<file path="src/rtl/jump_pc_buffer.sv">
// Per-entry PC / JALR-target store for the jump reservation station.
// Entries are written at enqueue and at FTQ return; issue reads them back one cycle later.
module jump_pc_buffer #(
  parameter int NUM_ENTRIES = 16,
  parameter int IDX_W       = 4,
  parameter int VADDR_BITS  = 39
) (
  input  logic                  clock,
  input  logic                  reset,
  input  logic                  io_flush,
  input  logic                  io_enq_valid,
  input  logic [IDX_W-1:0]      io_enq_idx,
  input  logic [VADDR_BITS-1:0] io_enq_pc,
  input  logic                  io_tgt_valid,
  input  logic [IDX_W-1:0]      io_tgt_idx,
  input  logic [VADDR_BITS-1:0] io_tgt_data,
  input  logic                  io_free_valid,
  input  logic [IDX_W-1:0]      io_free_idx,
  input  logic                  io_deq_valid,
  input  logic [IDX_W-1:0]      io_deq_idx,
  output logic                  io_out_valid,
  output logic [VADDR_BITS-1:0] io_out_pc,
  output logic [VADDR_BITS-1:0] io_out_target,
  output logic                  io_out_pc_ok,
  output logic                  io_out_tgt_ok
);

  // Handshake: every request port is valid-only and always accepted in the cycle
  // it is asserted (no ready/backpressure); io_out_valid qualifies a read result.

  logic [NUM_ENTRIES-1:0] pc_v;
  logic [NUM_ENTRIES-1:0] tgt_v;
  logic [VADDR_BITS-1:0]  pc_mem  [NUM_ENTRIES];
  logic [VADDR_BITS-1:0]  tgt_mem [NUM_ENTRIES];

  logic [NUM_ENTRIES-1:0] enq_hit;
  logic [NUM_ENTRIES-1:0] tgt_hit;
  logic [NUM_ENTRIES-1:0] free_hit;

  // Indices at or above NUM_ENTRIES never match an entry, so such writes drop out.
  always_comb begin
    enq_hit  = '0;
    tgt_hit  = '0;
    free_hit = '0;
    for (int i = 0; i < NUM_ENTRIES; i++) begin
      enq_hit[i]  = !io_flush && io_enq_valid  && (io_enq_idx  == IDX_W'(i));
      tgt_hit[i]  = !io_flush && io_tgt_valid  && (io_tgt_idx  == IDX_W'(i));
      free_hit[i] = !io_flush && io_free_valid && (io_free_idx == IDX_W'(i));
    end
  end

  always_ff @(posedge clock) begin
    if (reset || io_flush) begin
      pc_v  <= '0;
      tgt_v <= '0;
    end else begin
      for (int i = 0; i < NUM_ENTRIES; i++) begin
        if (enq_hit[i])
          pc_v[i] <= 1'b1;
        else if (free_hit[i])
          pc_v[i] <= 1'b0;
        // A new allocation invalidates any stale target unless one lands now.
        if (tgt_hit[i])
          tgt_v[i] <= 1'b1;
        else if (enq_hit[i] || free_hit[i])
          tgt_v[i] <= 1'b0;
      end
    end
  end

  always_ff @(posedge clock) begin
    for (int i = 0; i < NUM_ENTRIES; i++) begin
      if (enq_hit[i])
        pc_mem[i] <= io_enq_pc;
      if (tgt_hit[i])
        tgt_mem[i] <= io_tgt_data;
    end
  end

  logic deq_in_range;
  logic rd_enq_byp;
  logic rd_tgt_byp;

  always_comb begin
    deq_in_range = (int'(io_deq_idx) < NUM_ENTRIES);
    rd_enq_byp   = io_enq_valid && (io_enq_idx == io_deq_idx);
    rd_tgt_byp   = io_tgt_valid && (io_tgt_idx == io_deq_idx);
  end

  // Reads see same-cycle enq/tgt writes but the pre-free validity.
  always_ff @(posedge clock) begin
    if (reset) begin
      io_out_valid  <= 1'b0;
      io_out_pc     <= '0;
      io_out_target <= '0;
      io_out_pc_ok  <= 1'b0;
      io_out_tgt_ok <= 1'b0;
    end else if (io_flush || !io_deq_valid) begin
      io_out_valid <= 1'b0;
    end else begin
      io_out_valid <= 1'b1;
      if (deq_in_range) begin
        io_out_pc     <= rd_enq_byp ? io_enq_pc   : pc_mem[io_deq_idx];
        io_out_target <= rd_tgt_byp ? io_tgt_data : tgt_mem[io_deq_idx];
        io_out_pc_ok  <= rd_enq_byp || pc_v[io_deq_idx];
        io_out_tgt_ok <= rd_tgt_byp || (!rd_enq_byp && tgt_v[io_deq_idx]);
      end else begin
        io_out_pc     <= '0;
        io_out_target <= '0;
        io_out_pc_ok  <= 1'b0;
        io_out_tgt_ok <= 1'b0;
      end
    end
  end

endmodule
</file>
<file path="config.mk">
export PLATFORM = sky130hd
export DESIGN_NAME = jump_pc_buffer
export DESIGN_NICKNAME = d
export VERILOG_FILES = /design/src/rtl/jump_pc_buffer.sv
export SDC_FILE = /design/constraint.sdc
export NUM_CORES = 1
export LEC_CHECK = 0
export BUFFER_PORTS_ARGS = -buffer_cell sky130_fd_sc_hd__buf_2
export CORE_MARGIN = 2
export CORE_UTILIZATION = 25
export CTS_CLUSTER_DIAMETER = 30
export DETAILED_ROUTE_END_ITERATION = 10
export SYNTH_ARGS = -nofsm -noshare
export SYNTH_HDL_FRONTEND = slang
export SYNTH_SLANG_ARGS = --single-unit
</file>
<file path="constraint.sdc">
create_clock -name clock -period 4.1 [get_ports clock]
set_clock_uncertainty 0.05 [all_clocks]
set_input_delay 0.205 -clock clock [delete_from_list [all_inputs] [get_ports clock]]
set_output_delay 0.205 -clock clock [all_outputs]
set_load 0.02 [all_outputs]
</file>
==> impl_metrics.json <==
{
  "outcome": "complete, no violations",
  "grtUsageMet3_pct": 2.81,
  "cts_tree": "done",
  "preCtsSetupSlack_ps": 1330,
  "drt_iter0_markers": 2427,
  "place.gp.congestion": 0.805,
  "grt_max_degree": 90,
  "core_um2": 205000,
  "port_buffers": 181,
  "critPathCaptureType": "flop",
  "async_reset_ff_share_pct": 0,
  "period_needed_ps": 2470,
  "finalHoldViolCount": 0,
  "synthFlopType": "edfxtp_1",
  "cts_resized": 0,
  "fin_nets": 2896,
  "routed_via_density": 4.68,
  "areaGrowthSynthToFinish_pct": 22.3,
  "hpwlAfterDp_um": 80700,
  "fin_cells": 5643,
  "syn_nets": 2504,
  "leakage_nw": 19.9,
  "rsz0062_at_grt": "no",
  "ys_seq_area_share_pct": 77.1,
  "yosysTopAreaCell": "edfxtp_1",
  "cp_max_fo": 30,
  "globalRouteTotalUtil_pct": 13.0,
  "use_met2_pct": 22.4,
  "clk_pin_slew_ps": 60,
  "ys_seq_elements": 1361,
  "dr_total_vias": 26400,
  "clock_power_share_pct": 47.0,
  "placed_cells": 5207,
  "crit_type": "in -> reg",
  "cts_sinks": 1361,
  "p_sw_w": 0.00741,
  "io_pins": 182,
  "grt_pass1_wl_um": 199000,
  "max_freq_mhz": 404,
  "h-tree-depth": 4,
  "syn_area_per_cell_um2": 21.4,
  "cp_cell_sequence": "dlygate4sd3_1, buf_2, xor2_1, nor3_1, nand3_1, and2_2, a211oi_1, dlygate4sd3_1",
  "antenna_found_initial": 42,
  "die-area_um2": 210000,
  "grt_overflow_total": 0,
  "fill_cells": 19700,
  "post-cts-setup-buffers": 0,
  "critPathLaunchType": "primary input",
  "dpl_cell_area_um2": 56000,
  "critPathBufInv": 3,
  "yosys_warnings": 0,
  "wire_per_inst_um": 24.5,
  "switching_share_pct": 23.0,
  "setup_slack_ps": 1630,
  "p_seq_share_pct": 47.9,
  "drive_above_1_share_pct": 32.0,
  "clockRootBuffer": "clkbuf_16",
  "drc": 0,
  "cp_slowest_stage_delay_ps": 750,
  "path_delay_family": "buffers and inverters",
  "grt_pass1_vias": 27400,
  "period_share_pct": 60.3,
  "busiest_layer": "met2",
  "slowest_stage": "and2_2",
  "die_width_um": 458,
  "worst_ep_arrival_time_ps": 3090,
  "fin_area_um2": 63100,
  "hp-class": "in -> reg",
  "synth.area.top_cells": "edfxtp_1, mux4_2, dfxtp_1, nor2_1, a22o_1",
  "p_int_w": 0.0248,
  "cpMostUsedCell": "dlygate4sd3_1",
  "slew_viol_final": 0,
  "clk_latency_ps": 790,
  "ir_worst_vdd_mv": 0.443,
  "max-cap-violations": 0,
  "use_met1_pct": 15.7,
  "wirelength_um": 138000,
  "postRouteAntennaNets": 0,
  "setup_viol": 0,
  "synth_edf_count": 1248,
  "power_density_nw_per_um2": 511,
  "syn-cell-area_um2": 51500,
  "num_rows": 166,
  "yosysUniqueCellTypes": 44,
  "syn_inst": 2403,
  "tns_ps": 0,
  "cp.required_ps": 4720,
  "die_h_um": 458,
  "cts_buffers": 167,
  "tightest_slew_ps": 1110,
  "relSlewSlack_pct": 25.7,
  "drt_pass1_iterations": 5,
  "power.combinational.fraction_pct": 5.0,
  "synth_top_area_share_pct": 72.7,
  "cts_buffer_depth": 3,
  "start_util_pct": 25.2
}
==> what timing repair did <==
action	CTS	global route
endpoints found under the hold margin	1367	0
endpoints found under the setup margin	0	0
hold buffers	107	0
==> registers in the layout (all words and copies together) (netlist names) <==
| signal | flops |
|---|---|
| io_out_tgt_ok | 1 |
| io_out_valid | 1 |
| tgt_v | 16 |
| pc_mem | 624 |
| io_out_pc_ok | 1 |
| io_out_pc | 39 |
| tgt_mem | 624 |
| pc_v | 16 |
| io_out_target | 39 |
==> worst min-delay path, cell delays in order <==
cell and delay, ps:
buf_2 170, and2_1 260, a32oi_1 190, nor2_1 50
==> cells in the mapped netlist, types with 5 or more instances <==
cell	instances
a2111oi_0	40
a32oi_1	6
nand2b_1	6
buf_4	17
nor2b_1	9
edfxtp_1	1248
nor3_1	7
o221ai_1	43
a31oi_1	8
buf_2	46
o22a_1	24
a2111oi_1	17
nor2_1	155
nand3_1	14
and2_1	5
mux4_2	321
buf_6	17
xor2_1	6
a21oi_1	41
nand2_1	42
dfxtp_1	113
clkbuf_1	62
a221oi_2	17
a22o_1	54
inv_1	22
a221oi_1	37
==> cells by family after synthesis <==
| family | after synthesis | share of synthesized area (%) |
|---|---|---|
| flip-flops | 1361 | 77.1 |
| AND/OR/NAND/NOR | 251 | 2.08 |
| buffers and inverters | 170 | 1.81 |
| AO/OA/AOI/OAI | 292 | 4.85 |
| multiplexers | 321 | 14.0 |
| XOR/XNOR | 8 | 0.136 |
==> power groups by stage <==
stage / Clock [W] / Sequential, W / Combinational [W]
2_1_floorplan: 0 / 0.0158 / 0.000831
3_3_place_gp: 0 / 0.0157 / 0.00152
3_5_place_dp: 0 / 0.0158 / 0.00154
4_1_cts: 0.0154 / 0.0155 / 0.00165
5_1_grt: 0.0160 / 0.0155 / 0.00173
6_report: 0.0152 / 0.0155 / 0.00161
==> metrics by stage <==
| stage | utilization [%] | hold slack (ps) | total power [W] |
|---|---|---|---|
| 2_1_floorplan | - | 254 | 0.0166 |
| 3_3_place_gp | 27.4 | 396 | 0.0173 |
| 3_5_place_dp | 27.4 | 402 | 0.0173 |
| 4_1_cts | 30.8 | 17.4 | 0.0325 |
| 5_1_grt | 30.8 | 45.1 | 0.0332 |
| 6_report | 30.8 | 94.7 | 0.0322 |
==> cells in the final DEF, fill, tap and decap left out, types with 9 or more instances in the layout <==
cell	n
nand3_1	14
clkinv_2	18
mux4_2	321
clkinv_8	9
buf_12	25
nor2_1	145
o22a_1	24
nor2_4	11
diode_2	14
bufinv_16	14
a22o_1	54
a21oi_1	41
a221oi_1	37
edfxtp_1	1248
inv_6	15
clkbuf_1	10
inv_2	18
inv_8	14
buf_4	59
clkbuf_16	168
a2111oi_1	17
clkinv_4	16
a2111oi_0	40
clkinvlp_4	25
a221oi_2	17
dlygate4sd3_1	107
o221ai_1	43
dfxtp_1	113
nand2_1	42
buf_2	178
==> cell type report <==
class	count	area, µm²	share of cell area [%]
Sequential cell	1361	39700	63.0
Multi-Input combinational cell	872	11000	17.4
Clock buffer	186	4350	6.90
Tap cell	2688	3360	5.33
Timing Repair Buffer	371	2940	4.65
Clock inverter	129	1550	2.46
Inverter	22	82.6	0.131
Antenna cell	14	35.0	0.0556
==> metal layers <==
| layer | share of wire [%] | vias up | wire length, µm |
|---|---|---|---|
| li1 | - | 11000 | - |
| met1 | 39 | 14100 | 54200 |
| met2 | 51 | 972 | 70900 |
| met3 | 6.0 | 279 | 8320 |
| met4 | 3.5 | 24 | 4810 |
| met5 | 0.11 | - | 152 |
==> final timing paths <==
kind | slack (ps) | from | depth (start not counted) | to
worst min register to register | 410 | pc_v[9]$_SDFFE_PP0P_ | 2 | pc_v[9]$_SDFFE_PP0P_
worst min-delay path | 90 | io_tgt_idx[0] | 4 | tgt_v[1]$_SDFFE_PP0P_
worst max register to register | 2050 | tgt_v[8]$_SDFFE_PP0P_ | 6 | io_out_tgt_ok$_SDFFE_PP0P_
worst max-delay path | 1630 | io_tgt_idx[2] | 8 | io_out_tgt_ok$_SDFFE_PP0P_
Note: power is estimated with default switching activity, not from simulation.
